<file path="src/rtl/puf_ctrl_pkg.sv">
// puf_ctrl_pkg: shared types, constants and helper functions for the RO-PUF measurement controller.
package puf_ctrl_pkg;
  typedef enum logic [2:0] {IDLE, CLEAR, SETTLE, RACE, CAPTURE, NEXT, RESP} state_t;
  localparam logic [7:0] LFSR_TAPS = 8'hB8;
  localparam logic [7:0] LFSR_ZERO_SEED = 8'h01;
  typedef logic [15:0] ro_bank_t;
  function automatic logic [7:0] lfsr_step(input logic [7:0] s);
    return {s[6:0], ^(s & LFSR_TAPS)};
  endfunction
  function automatic logic [31:0] ro_pair(input logic [7:0] s);
    ro_bank_t a, b;
    a = ro_bank_t'(1) << s[3:0];
    b = ro_bank_t'(1) << s[7:4];
    return {b, a};
  endfunction
endpackage

</file>
<file path="src/rtl/sync_2ff.sv">
// sync_2ff: single-bit two-flop synchronizer with asynchronous active-high reset.
//   clock, reset : clock and async reset
//   d            : asynchronous input
//   q            : synchronized output
module sync_2ff (
  input  logic clock,
  input  logic reset,
  input  logic d,
  output logic q
);
  logic m;
  always_ff @(posedge clock or posedge reset)
    if (reset) {q, m} <= 2'b00;
    else {q, m} <= {m, d};
endmodule

</file>
<file path="src/rtl/puf_measure_ctrl.sv">
// puf_measure_ctrl: sequencer that turns an 8-bit challenge into an N_BITS RO-PUF response.
//   req_*        : challenge handshake (accepted only in IDLE)
//   rsp_*        : response word, error flag and handshake
//   ro_enable    : RO enables, [15:0] bank A, [31:16] bank B
//   sel_a, sel_b : mux selects taken from the LFSR nibbles
//   cnt_clear, arb_clear : datapath clears
//   race_done, race_winner : asynchronous arbiter result, synchronized internally
// Optional build macro PUF_MAJORITY_VOTE_EN: each bit is a majority of three races.
module puf_measure_ctrl
  import puf_ctrl_pkg::*;
#(
  parameter int N_BITS         = 8,
  parameter int SETTLE_CYCLES  = 4,
  parameter int TIMEOUT_CYCLES = 2**20
) (
  input  logic              clock,
  input  logic              reset,
  input  logic              req_valid,
  output logic              req_ready,
  input  logic [7:0]        req_challenge,
  output logic              rsp_valid,
  input  logic              rsp_ready,
  output logic [N_BITS-1:0] rsp_data,
  output logic              rsp_error,
  output logic [31:0]       ro_enable,
  output logic [3:0]        sel_a,
  output logic [3:0]        sel_b,
  output logic              cnt_clear,
  output logic              arb_clear,
  input  logic              race_done,
  input  logic              race_winner
);
  localparam int IW = N_BITS > 1 ? $clog2(N_BITS) : 1;
  localparam int SW = $clog2(SETTLE_CYCLES + 1);
  localparam int TW = $clog2(TIMEOUT_CYCLES + 1);
  state_t state;
  logic [7:0] lfsr;
  logic [IW-1:0] bit_idx;
  logic [SW-1:0] settle;
  logic [TW-1:0] tmo;
  logic [1:0] trial, votes;
  logic done_s, win_s, res, fin, last, bit_val;
  sync_2ff u_sync_done (.clock(clock), .reset(reset), .d(race_done), .q(done_s));
  sync_2ff u_sync_win (.clock(clock), .reset(reset), .d(race_winner), .q(win_s));
  assign sel_a = lfsr[3:0];
  assign sel_b = lfsr[7:4];
  // A trial ends either on a captured winner or on a RACE timeout, which scores as 0.
  assign res = state == CAPTURE && win_s;
  assign fin = state == CAPTURE || (state == RACE && !done_s && tmo == TW'(TIMEOUT_CYCLES - 1));
`ifdef PUF_MAJORITY_VOTE_EN
  assign last = trial == 2'd2;
  assign bit_val = (votes + {1'b0, res}) >= 2'd2;
`else
  assign last = 1'b1;
  assign bit_val = res;
`endif
  always_ff @(posedge clock or posedge reset) begin
    if (reset) begin
      state <= IDLE;
      req_ready <= 1'b1;
      rsp_valid <= 1'b0;
      rsp_data <= '0;
      rsp_error <= 1'b0;
      ro_enable <= '0;
      cnt_clear <= 1'b1;
      arb_clear <= 1'b1;
      lfsr <= '0;
      bit_idx <= '0;
      settle <= '0;
      tmo <= '0;
      trial <= '0;
      votes <= '0;
    end else begin
      case (state)
        IDLE: if (req_valid) begin
          lfsr <= req_challenge == 8'h00 ? LFSR_ZERO_SEED : req_challenge;
          bit_idx <= '0;
          trial <= '0;
          votes <= '0;
          rsp_data <= '0;
          rsp_error <= 1'b0;
          req_ready <= 1'b0;
          state <= CLEAR;
        end
        // Hold the clears while a stale race_done from the previous trial drains.
        CLEAR: if (!done_s) begin
          cnt_clear <= 1'b0;
          arb_clear <= 1'b0;
          ro_enable <= ro_pair(lfsr);
          settle <= '0;
          state <= SETTLE;
        end
        SETTLE: begin
          settle <= settle + 1'b1;
          if (settle == SW'(SETTLE_CYCLES - 1)) begin
            tmo <= '0;
            state <= RACE;
          end
        end
        RACE: begin
          tmo <= tmo == TW'(TIMEOUT_CYCLES) ? tmo : tmo + 1'b1;
          if (done_s) state <= CAPTURE;
          if (fin) rsp_error <= 1'b1;
        end
        CAPTURE: ;
        NEXT: begin
          lfsr <= lfsr_step(lfsr);
          trial <= '0;
          votes <= '0;
          bit_idx <= bit_idx + 1'b1;
          ro_enable <= '0;
          cnt_clear <= 1'b1;
          arb_clear <= 1'b1;
          rsp_valid <= bit_idx == IW'(N_BITS - 1);
          state <= bit_idx == IW'(N_BITS - 1) ? RESP : CLEAR;
        end
        RESP: if (rsp_ready) begin
          rsp_valid <= 1'b0;
          req_ready <= 1'b1;
          state <= IDLE;
        end
        default: state <= IDLE;
      endcase
      if (fin) begin
        if (last) begin
          rsp_data[bit_idx] <= bit_val;
          state <= NEXT;
        end else begin
          trial <= trial + 1'b1;
          votes <= votes + {1'b0, res};
          ro_enable <= '0;
          cnt_clear <= 1'b1;
          arb_clear <= 1'b1;
          state <= CLEAR;
        end
      end
    end
  end
endmodule

</file>
<file path="config.mk">
export PLATFORM = sky130hd
export DESIGN_NAME = puf_measure_ctrl
export DESIGN_NICKNAME = d
export VERILOG_FILES = /design/src/rtl/puf_ctrl_pkg.sv /design/src/rtl/sync_2ff.sv /design/src/rtl/puf_measure_ctrl.sv
export SDC_FILE = /design/constraint.sdc
export NUM_CORES = 1
export LEC_CHECK = 0
export ABC_AREA = 1
export CORE_MARGIN = 3
export CORE_UTILIZATION = 49
export DETAILED_ROUTE_END_ITERATION = 12
export HOLD_SLACK_MARGIN = 0.02
export PLACE_DENSITY = 0.76
export SLEW_MARGIN = 20
export SYNTH_ARGS = -nofsm -noshare
export SYNTH_HDL_FRONTEND = slang
export SYNTH_SLANG_ARGS = --single-unit
export TNS_END_PERCENT = 1
</file>
<file path="constraint.sdc">
create_clock -name clock -period 2.5 [get_ports clock]
set_clock_uncertainty 0.05 [all_clocks]
set_input_delay 0.25 -clock clock [delete_from_list [all_inputs] [get_ports clock]]
set_output_delay 0.25 -clock clock [all_outputs]
set_load 0.1 [all_outputs]
</file>
==> metrics, run 1 <==
CP required 2.72 ns; RePlAce Congestion 0.972; initial DRC count 240; ANT nets after route 0; RSZ-0062 raised after global routing no; hpwl dp 7730 µm; Die Wd 102 µm; Lkg Pwr 2.46 nW; Reg2Reg Depth 6; synthesized area 0.00449 mm²; critical path endpoint category flip-flop; Antenna diodes 0; pwr dens 1200 mW/mm²; Starting Density 51.0%; crit path launch type flip-flop; CP Cell Sequence inv_2 > nor2_2 > nand3_2 > inv_2 > nand3_1 > o31ai_1; register area share after synthesis 48.0%; Post CTS Setup Buffer Count 0; crit-path most repeated cell inv_2; final slew viol count 0; H-tree depth 3; DRC viols 0; Worst Tran Pin Value 0.732 ns; clock buffer depth 2; Placed Cells 712; post_cts resized 0; hold depth 1; Vias/cell 5.46; syn avg cell area 8.15 µm²; total die area 0.0104 mm²; Max-Cap Viols 0; Slowest-stage cell, CP dfrtp_1; f_max 0.529 GHz; status complete, no violations; Clock transition at path regs 0.10 ns; Nets 639; Top Ports 67; Tcrit/Tclk final 75.5%; vias in the first global route 3,668; TritonCTS Buffers 9; Yosys reg bits 86; Crit path largest cell delay 0.47 ns; height of the die 102 µm; layout cells sized above 1 18.4%; initial antenna violation count 0; Netlist cell types 36; area delta synth->final 18.4%; Final min period 1.89 ns; clk_lat worst skew 0.36 ns; largest net degree at the start of global routing 36; final cell count without fillers 728; WP data arrival 2.11 ns; TritonCTS clock tree yes; via count 3,976; row cnt 34; root buffer cell clkbuf_8; grt ovf 0; Setup Crit Path Kind flip-flop to flip-flop; HP Class input port to flip-flop; Mapped Nets 575; first-pass GRT wire length 17,400 µm; routed wire length 10,500 µm; Avg WL per Cell 14.4 µm; Pre-Repair DR Iteration Count 5; VDD IR max 0.716 mV; core box area 0.00881 mm²; yosys warns 0; CTS Hold Bufs 0; Crit Path Max Fanout 19; GRT Util Overall 21.4%; port bufs 66; Worst slew margin 51.1%; final hold vios 0; endpoints failing setup 0; Sum Neg Setup Slack 0 ns; clk sinks 86; Post-Syn Instances 551
state kept, by name, summed over array words and instances, names as in the netlist, 3 cells and up:
register and flops:
bit_idx 3, lfsr 8, ro_enable 32, rsp_data 8
settle 3, state 3, tmo 21
layout by cell type (no fill, tap or decap), types with 3 or more instances in the layout:
| master | synthesis | final |
|---|---|---|
| nand2_4 | 3 | 3 |
| inv_2 | 5 | 5 |
| ha_1 | 10 | 10 |
| nand2_1 | 119 | 119 |
| nor2_4 | 3 | 3 |
| nor2_1 | 46 | 46 |
| nor3_1 | 11 | 11 |
| o211ai_1 | 6 | 6 |
| nand3_1 | 75 | 75 |
| dfrtp_1 | 84 | 84 |
| nand4_1 | 15 | 15 |
| o21ai_0 | 63 | 63 |
| buf_4 | 2 | 55 |
| nand2_2 | 4 | 4 |
| a21oi_1 | 3 | 3 |
| o21ai_1 | 5 | 5 |
| o21ai_2 | 11 | 11 |
| xor2_1 | 4 | 4 |
| inv_1 | 47 | 46 |
| clkbuf_8 | 0 | 9 |
| clkdlybuf4s50_1 | 0 | 13 |
| nor2_2 | 3 | 3 |
synthesized netlist by cell type:
cell | count | share of area, %
nand2_4 | 3 | 0.75
o21ai_2 | 11 | 2.1
nand2_2 | 4 | 0.56
nand3_4 | 1 | 0.39
or2_2 | 2 | 0.28
nor2_2 | 3 | 0.42
buf_2 | 7 | 0.78
nor3_1 | 11 | 1.2
dfstp_2 | 2 | 1.2
a21oi_1 | 3 | 0.33
inv_2 | 5 | 0.42
clkbuf_1 | 5 | 0.42
o31ai_1 | 2 | 0.33
xnor2_1 | 1 | 0.19
o211ai_1 | 6 | 1.0
nand3_2 | 2 | 0.45
o22ai_2 | 2 | 0.56
nand3_1 | 75 | 8.4
nor2_4 | 3 | 0.75
ha_1 | 10 | 2.8
inv_1 | 47 | 3.9
nand3b_1 | 1 | 0.17
nand2_1 | 119 | 9.9
o21ai_1 | 5 | 0.56
nand4_1 | 15 | 2.1
nor2_1 | 46 | 3.8
nor3b_1 | 1 | 0.17
xor2_1 | 4 | 0.78
buf_8 | 1 | 0.33
buf_1 | 1 | 0.083
inv_4 | 2 | 0.28
buf_4 | 2 | 0.33
dfrtp_1 | 84 | 47
nor4_1 | 1 | 0.14
o21ai_0 | 63 | 7.0
buf_6 | 1 | 0.25
through the flow:
step,area (µm²),power [mW],setup WS [ns],hold WS (ns),utilization (%)
after floorplan,4500,4.65,0.382,0.231,-
after global placement,5120,5.33,0.642,0.284,58.1
after detailed placement,5120,5.39,0.589,0.286,58.1
after CTS,5320,6.40,0.614,0.259,60.4
after global routing,5320,6.71,0.405,0.268,60.4
final,5320,6.37,0.611,0.270,60.4
area by class of cell:
cell class | instances | area (µm²)
Fill cell | 777 | 3490
Sequential cell | 86 | 2150
Multi-Input combinational cell | 394 | 2030
Timing Repair Buffer | 70 | 583
Inverter | 54 | 211
Tap cell | 108 | 135
Clock buffer | 9 | 124
Clock inverter | 7 | 80.1
path summary, 6_finish.rpt:
check                        startpoint            end  slack, ns
max                            state[0]  ro_enable[21]       0.61
min                           race_done  u_sync_done.m       0.27
max reg2reg                    state[0]  ro_enable[21]       0.61
min reg2reg                u_sync_win.m   u_sync_win.q       0.30
max in group asynchronous         reset      arb_clear       1.47
min in group asynchronous         reset    rsp_data[1]       0.30
critical path: cells and delay by family, from the launching register on:
kind / cells / cell delay [ns]
simple gates: 3 / 0.67
compound gates: 1 / 0.24
flops: 1 / 0.47
buf+inv: 2 / 0.38
cells by family (layout without fill, tap and decap cells):
family | count (synthesis) | after routing | share of synthesized area, %
compound gates | 92 | 92 | 11.9
xor+xnor | 5 | 5 | 0.975
fa+ha+maj | 10 | 10 | 2.78
buf+inv | 71 | 140 | 6.82
flops | 86 | 86 | 48.0
simple gates | 287 | 287 | 29.5
layer usage:
layer / vias to the layer above / share of wire [%] / track usage [%]
met3: 19 / 5.4 / 3.86
met2: 119 / 46 / 32.7
met1: 1870 / 47 / 30.5
li1: 1968 / - / -
met4: 0 / 1.6 / 7.67
met5: - / 0 / 0
report_power, final:
group / internal (mW) / switching, mW
registers: 1.70 / 0.308
clock network: 0.476 / 0.535
logic: 0.667 / 2.69
total: 2.84 / 3.54
(Power assumes the default switching activity.)
==> inputs of run 2 (changes only) <==
--- a/config.mk
+++ b/config.mk
@@ -7,10 +7,10 @@
 export LEC_CHECK = 0
 export ABC_AREA = 1
 export CORE_MARGIN = 3
-export CORE_UTILIZATION = 49
+export CORE_UTILIZATION = 54
 export DETAILED_ROUTE_END_ITERATION = 12
 export HOLD_SLACK_MARGIN = 0.02
-export PLACE_DENSITY = 0.76
+export PLACE_DENSITY = 0.8
 export SLEW_MARGIN = 20
 export SYNTH_ARGS = -nofsm -noshare
 export SYNTH_HDL_FRONTEND = slang
==> constraint.sdc (replaced) <==
create_clock -name clock -period 1.9 [get_ports clock]
set_clock_uncertainty 0.05 [all_clocks]
set_input_delay 0.19 -clock clock [delete_from_list [all_inputs] [get_ports clock]]
set_output_delay 0.19 -clock clock [all_outputs]
set_load 0.1 [all_outputs]
==> run 2 against run 1 <==
Non-clock buffer count grew 8. Via count rose by 2.4%. Register-to-register slack got worse by 0.47 ns. Critical path type unchanged.
==> metrics, run 2 (same netlist as run 1, synthesis figures left out) <==
status complete, no violations; vias in the first global route 3,864; endpoints failing setup 0; Avg WL per Cell 15.3 µm; f_max 0.567 GHz; TritonCTS clock tree yes; H-tree depth 3; height of the die 97.2 µm; clock buffer depth 2; initial antenna violation count 0; VDD IR max 0.810 mV; Antenna diodes 0; first-pass GRT wire length 18,600 µm; Lkg Pwr 2.54 nW; pre-CTS worst setup slack 0.167 ns; DRC viols 0; Final Cell Area 0.00548 mm²; Pre-Repair DR Iteration Count 5; reg2reg setup slack 0.14 ns; max FFs per register 32; clk_lat worst skew 0.35 ns; grt ovf 0; cell family with most CP delay simple AND/OR/NAND/NOR gates; Slowest-stage cell, CP dfrtp_1; clk sinks 86; RePlAce Congestion 0.896; Tcrit/Tclk final 92.8%; final slew viol count 0; Buf/Inv on CP 2; commonest non-fill, non-tap cell in the layout nand2_1; WP data arrival 1.94 ns; Setup Crit Path Kind flip-flop to flip-flop; crit path launch type flip-flop; core box area 0.00789 mm²; Worst Tran Pin Value 0.483 ns; TritonCTS Buffers 9; CP required 2.08 ns; Largest regs ro_enable x32, tmo x21; total die area 0.00945 mm²; Crit Path Max Fanout 5; Final min period 1.76 ns; row cnt 32; HP Class input port to asynchronous set/reset pin; ANT nets after route 0; CP Cell Sequence ha_1 > buf_4 > inv_1 > nor3_1 > nand4_1 > nand3_1 > o21ai_0; pwr dens 1600 mW/mm²; CTS Hold Bufs 0; final hold vios 0; Starting Density 57.0%; Worst slew margin 67.7%; Largest Register ro_enable; layout cells sized above 1 19.4%; Die Wd 97.2 µm; via count 4,072; critical path endpoint category flip-flop; Vias/cell 5.58; most frequent cells in the layout 119 x nand2_1, 84 x dfrtp_1, 75 x nand3_1; RSZ-0062 raised after global routing yes; port bufs 66; final setup margin 0.138 ns; initial DRC count 337; Max-Cap Viols 0; area delta synth->final 22.1%; DP Area 0.00525 mm²; hpwl dp 8110 µm; routed wire length 11,100 µm; root buffer cell clkbuf_8; Crit path largest cell delay 0.42 ns; Clock transition at path regs 0.10 ns; Top Ports 67; largest net degree at the start of global routing 48; Nets 647; GRT Util Overall 23.9%
run 2: per-stage QoR:
stage | utilization, % | TNS, ns | hold WS (ns) | total power [mW] | std cells
after floorplan | - | -0.218 | 0.171 | 6.12 | 551
after global placement | 66.5 | 0 | 0.286 | 7.22 | 713
after detailed placement | 66.5 | 0 | 0.290 | 7.31 | 713
after CTS | 69.4 | 0 | 0.130 | 8.79 | 729
after global routing | 69.5 | -0.0188 | 0.139 | 9.18 | 730
final | 69.5 | 0 | 0.134 | 8.79 | 730
run 2: power by group:
group	internal [mW]	total, mW	leakage (nW)	switching [mW]
Sequential	2.23	2.65	1.16	0.420
Clock	0.760	1.48	0.115	0.723
Combinational	1.08	4.65	1.27	3.57
run 2: timing repair:
item | in CTS | in global routing
resized for setup | 0 | 0
buffers inserted | 0 | 1
endpoints found under the hold margin | 0 | 0
endpoints found under the setup margin | 0 | 1
run 2: path summary, 6_finish.rpt:
path,to,from,depth (start not counted)
max in group asynchronous,ro_enable[5],reset,3
worst max-delay path,tmo[14],tmo[0],7
worst min-delay path,rsp_error,reset,2
worst max register to register,tmo[14],tmo[0],7
min in group clock,u_sync_win.m,race_winner,1
worst min register to register,u_sync_done.q,u_sync_done.m,0
run 2: area by class of cell:
cell class,instances,area (µm²)
clock inverters,7,104
inverters,54,211
well taps,102,128
multi-input cells,394,2030
fillers,644,2400
clock buffers,9,124
repair buffers,78,731
flip-flops and latches,86,2150
run 2: layer usage:
metal	track usage, %	up-vias	wire length (µm)
li1	-	1983	-
met1	34.3	1911	5140
met2	35.9	160	5000
met3	6.68	18	844
met4	5.96	0	161
met5	0	-	0
==> inputs of run 3 (changes only) <==
--- a/config.mk
+++ b/config.mk
@@ -7,12 +7,14 @@
 export LEC_CHECK = 0
 export ABC_AREA = 1
 export CORE_MARGIN = 3
-export CORE_UTILIZATION = 54
+export CORE_UTILIZATION = 49
+export CTS_CLUSTER_SIZE = 14
 export DETAILED_ROUTE_END_ITERATION = 12
 export HOLD_SLACK_MARGIN = 0.02
-export PLACE_DENSITY = 0.8
+export PLACE_DENSITY = 0.76
 export SLEW_MARGIN = 20
 export SYNTH_ARGS = -nofsm -noshare
 export SYNTH_HDL_FRONTEND = slang
+export SYNTH_HIERARCHICAL = 1
 export SYNTH_SLANG_ARGS = --single-unit
 export TNS_END_PERCENT = 1
==> constraint.sdc (replaced) <==
create_clock -name clock -period 1.5 [get_ports clock]
set_clock_uncertainty 0.05 [all_clocks]
set_input_delay 0.15 -clock clock [delete_from_list [all_inputs] [get_ports clock]]
set_output_delay 0.15 -clock clock [all_outputs]
set_load 0.1 [all_outputs]
==> run 3 against run 2 <==
The run now ends with setup timing left. Register-to-register slack got worse by 0.23 ns. Sequential power increased by 30%. Routed wire length increased by 18%. Sequential share of layout area decreased by 6.6 points. Maximum frequency increased by 11%. Total power increased by 55%. Combinational power increased by 80%. Synthesized area decreased by 1.5%. Worst hold slack improved by 0.042 ns. Critical path depth increased by 4. Critical path type unchanged. Core utilization increased by 6.1 points. Final area increased by 21%.
==> metrics, run 3 <==
VDD IR max 1.76 mV; endpoints failing setup 30; crit path launch type flip-flop; grt ovf 0; hpwl dp 9050 µm; Worst slew margin 75.7%; Pre-Repair DR Iteration Count 5; Antenna diodes 0; GR Layer Usage met3 3.81%; register area share after synthesis 48.7%; Starting Density 50.5%; vias in the first global route 4,323; yosys warns 6; Yosys top cell area share 47.5%; initial antenna violation count 0; reg2reg setup slack -0.09 ns; commonest non-fill, non-tap cell in the layout nand2_1; DP Area 0.00615 mm²; Avg WL per Cell 16.3 µm; Final Cell Area 0.00663 mm²; Crit Path Max Fanout 7; via count 4,484; Final Util 75.7%; clock buffer depth 2; Setup Crit Path Kind flip-flop to flip-flop; row cnt 34; Largest Register ro_enable; root buffer cell clkbuf_8; Global Route met1 Usage 32.9%; final slew viol count 0; WP data arrival 1.78 ns; total power 13.6 mW; synthesized area 0.00443 mm²; core box area 0.00876 mm²; clk_lat worst skew 0.37 ns; Top Ports 67; max FFs per register 32; f_max 0.627 GHz; final setup margin -0.0939 ns; synth top area cells dfrtp_1 47%, nand2_1 15%, o21ai_0 8.8%; most frequent cell after synthesis nand2_1; TritonCTS Buffers 9; Final min period 1.59 ns; layout cells sized above 1 29.3%; ANT nets after route 0; Vias/cell 5.56; Reg2Reg Depth 11; status finished, violations left; Main synth FF type dfrtp_1; Async SR Flop Fraction 100%; TritonCTS clock tree yes; critical path endpoint category flip-flop; top cells by count, synth 172 x nand2_1, 84 x dfrtp_1, 78 x o21ai_0; hold depth 1; clk sinks 86; area delta synth->final 49.8%; GRT Util Overall 25.2%; CP required 1.69 ns; syn avg cell area 7.86 µm²; most frequent cells in the layout 165 x nand2_1, 76 x dfrtp_1, 62 x buf_4; Tcrit/Tclk final 106%; worst r2r src tmo[1]; Worst Hold End u_sync_win/m; Post-Syn Instances 563; pwr dens 2060 mW/mm²; Lkg Pwr 3.01 nW; Nets 718; routed wire length 13,200 µm; Netlist cell types 38; RSZ-0062 raised after global routing yes; Sum Neg Setup Slack -1.45 ns; met2 Track Usage GR 42.4%; Mapped Nets 587; leading area contributor after synthesis dfrtp_1; GR peak layer met2; total die area 0.0102 mm²; number of flops mapped to enable cells by yosys 0; largest net degree at the start of global routing 46; Yosys reg bits 86; RR Endpoint tmo[1]; final hold vios 0; number of fill cells 556; RePlAce Congestion 0.959; port bufs 66; initial DRC count 341; Largest regs ro_enable x32, tmo x21; Die Wd 101 µm; Worst Hold Launch race_winner; first-pass GRT wire length 20,400 µm; Clock transition at path regs 0.09 ns; HP Class input port to flip-flop; pre-CTS worst setup slack -0.151 ns; H-tree depth 3; violated checks setup timing; Max-Cap Viols 0; DRC viols 0; Worst Tran Pin Value 0.362 ns; height of the die 101 µm
run 3: cell count changes after synthesis, sizes merged, moves of 2 or more:
cell,before,now
nand2,126,178
nand3,78,38
nor2,52,62
o211ai,6,0
inv,54,49
nand4,15,10
o21ai,79,82
a21oi,3,1
xor2,4,6
run 3: logic make-up after synthesis:
family / Yosys count / share of synthesized area, %
AO/OA/AOI/OAI: 91 / 10.9
XOR/XNOR: 7 / 1.39
adder cells (fa/ha/maj): 10 / 2.83
buffers and inverters: 66 / 6.59
flip-flops: 86 / 48.7
AND/OR/NAND/NOR: 303 / 29.6
run 3: cell type report:
class / instances / area [µm²] / area share [%]
flip-flops and latches: 86 / 2160 / 32.6
multi-input cells: 411 / 2140 / 32.2
repair buffers: 135 / 1770 / 26.7
inverters: 50 / 200 / 3.02
well taps: 108 / 135 / 2.04
clock buffers: 10 / 128 / 1.92
clock inverters: 6 / 92.6 / 1.40
repair inverters: 1 / 6.26 / 0.0943
run 3: what timing repair did:
item / 4_1_cts / 5_1_grt
cloned: 0 / 1
pin swaps: 3 / 6
buffers inserted: 0 / 8
endpoints found under the setup margin: 67 / 76
gates resized for setup: 26 / 56
hold buffers: 1 / 0
endpoints found under the hold margin: 4 / 0
run 3: critical path, cell delays in order (launching register included):
cell and delay, ns:
dfrtp_2 0.45, inv_2 0.10, ha_4 0.13, nand2_2 0.05
inv_2 0.06, nand2_2 0.04, nor2_2 0.11, nand3_2 0.10
nand2_4 0.15, inv_8 0.06, nand3_2 0.07, o21ai_1 0.09
run 3: stage by stage:
step / hold WS (ns) / cells
4_1_cts: 0.175 / 798
6_report: 0.176 / 807
3_5_place_dp: 0.297 / 781
3_3_place_gp: 0.283 / 781
2_1_floorplan: -0.159 / 563
5_1_grt: 0.176 / 807
run 3: worst max-delay path by stage:
| stage | end | slack (ns) | start | depth (start not counted) |
|---|---|---|---|---|
| 6_report | tmo[1] | -0.09 | tmo[1] | 11 |
| 5_1_grt | rsp_data[0] | -0.19 | tmo[15] | 9 |
| 4_1_cts | ro_enable[21] | -0.06 | state[2] | 6 |
| 3_5_place_dp | settle[0] | -0.15 | state[0] | 7 |
| 3_3_place_gp | rsp_data[3] | -0.06 | state[1] | 9 |
| 2_1_floorplan | lfsr[0] | -0.59 | lfsr[4] | 6 |
run 3: power by group:
part	internal (mW)	leakage (nW)	switching, mW
logic	2.93	1.76	5.42
registers	2.86	1.14	0.585
clock network	0.951	0.104	0.884
run 3: layer usage:
layer	up-vias	wire length, µm
met5	-	0
met4	0	404
met3	45	745
met2	194	6850
met1	2160	5150
li1	2085	-
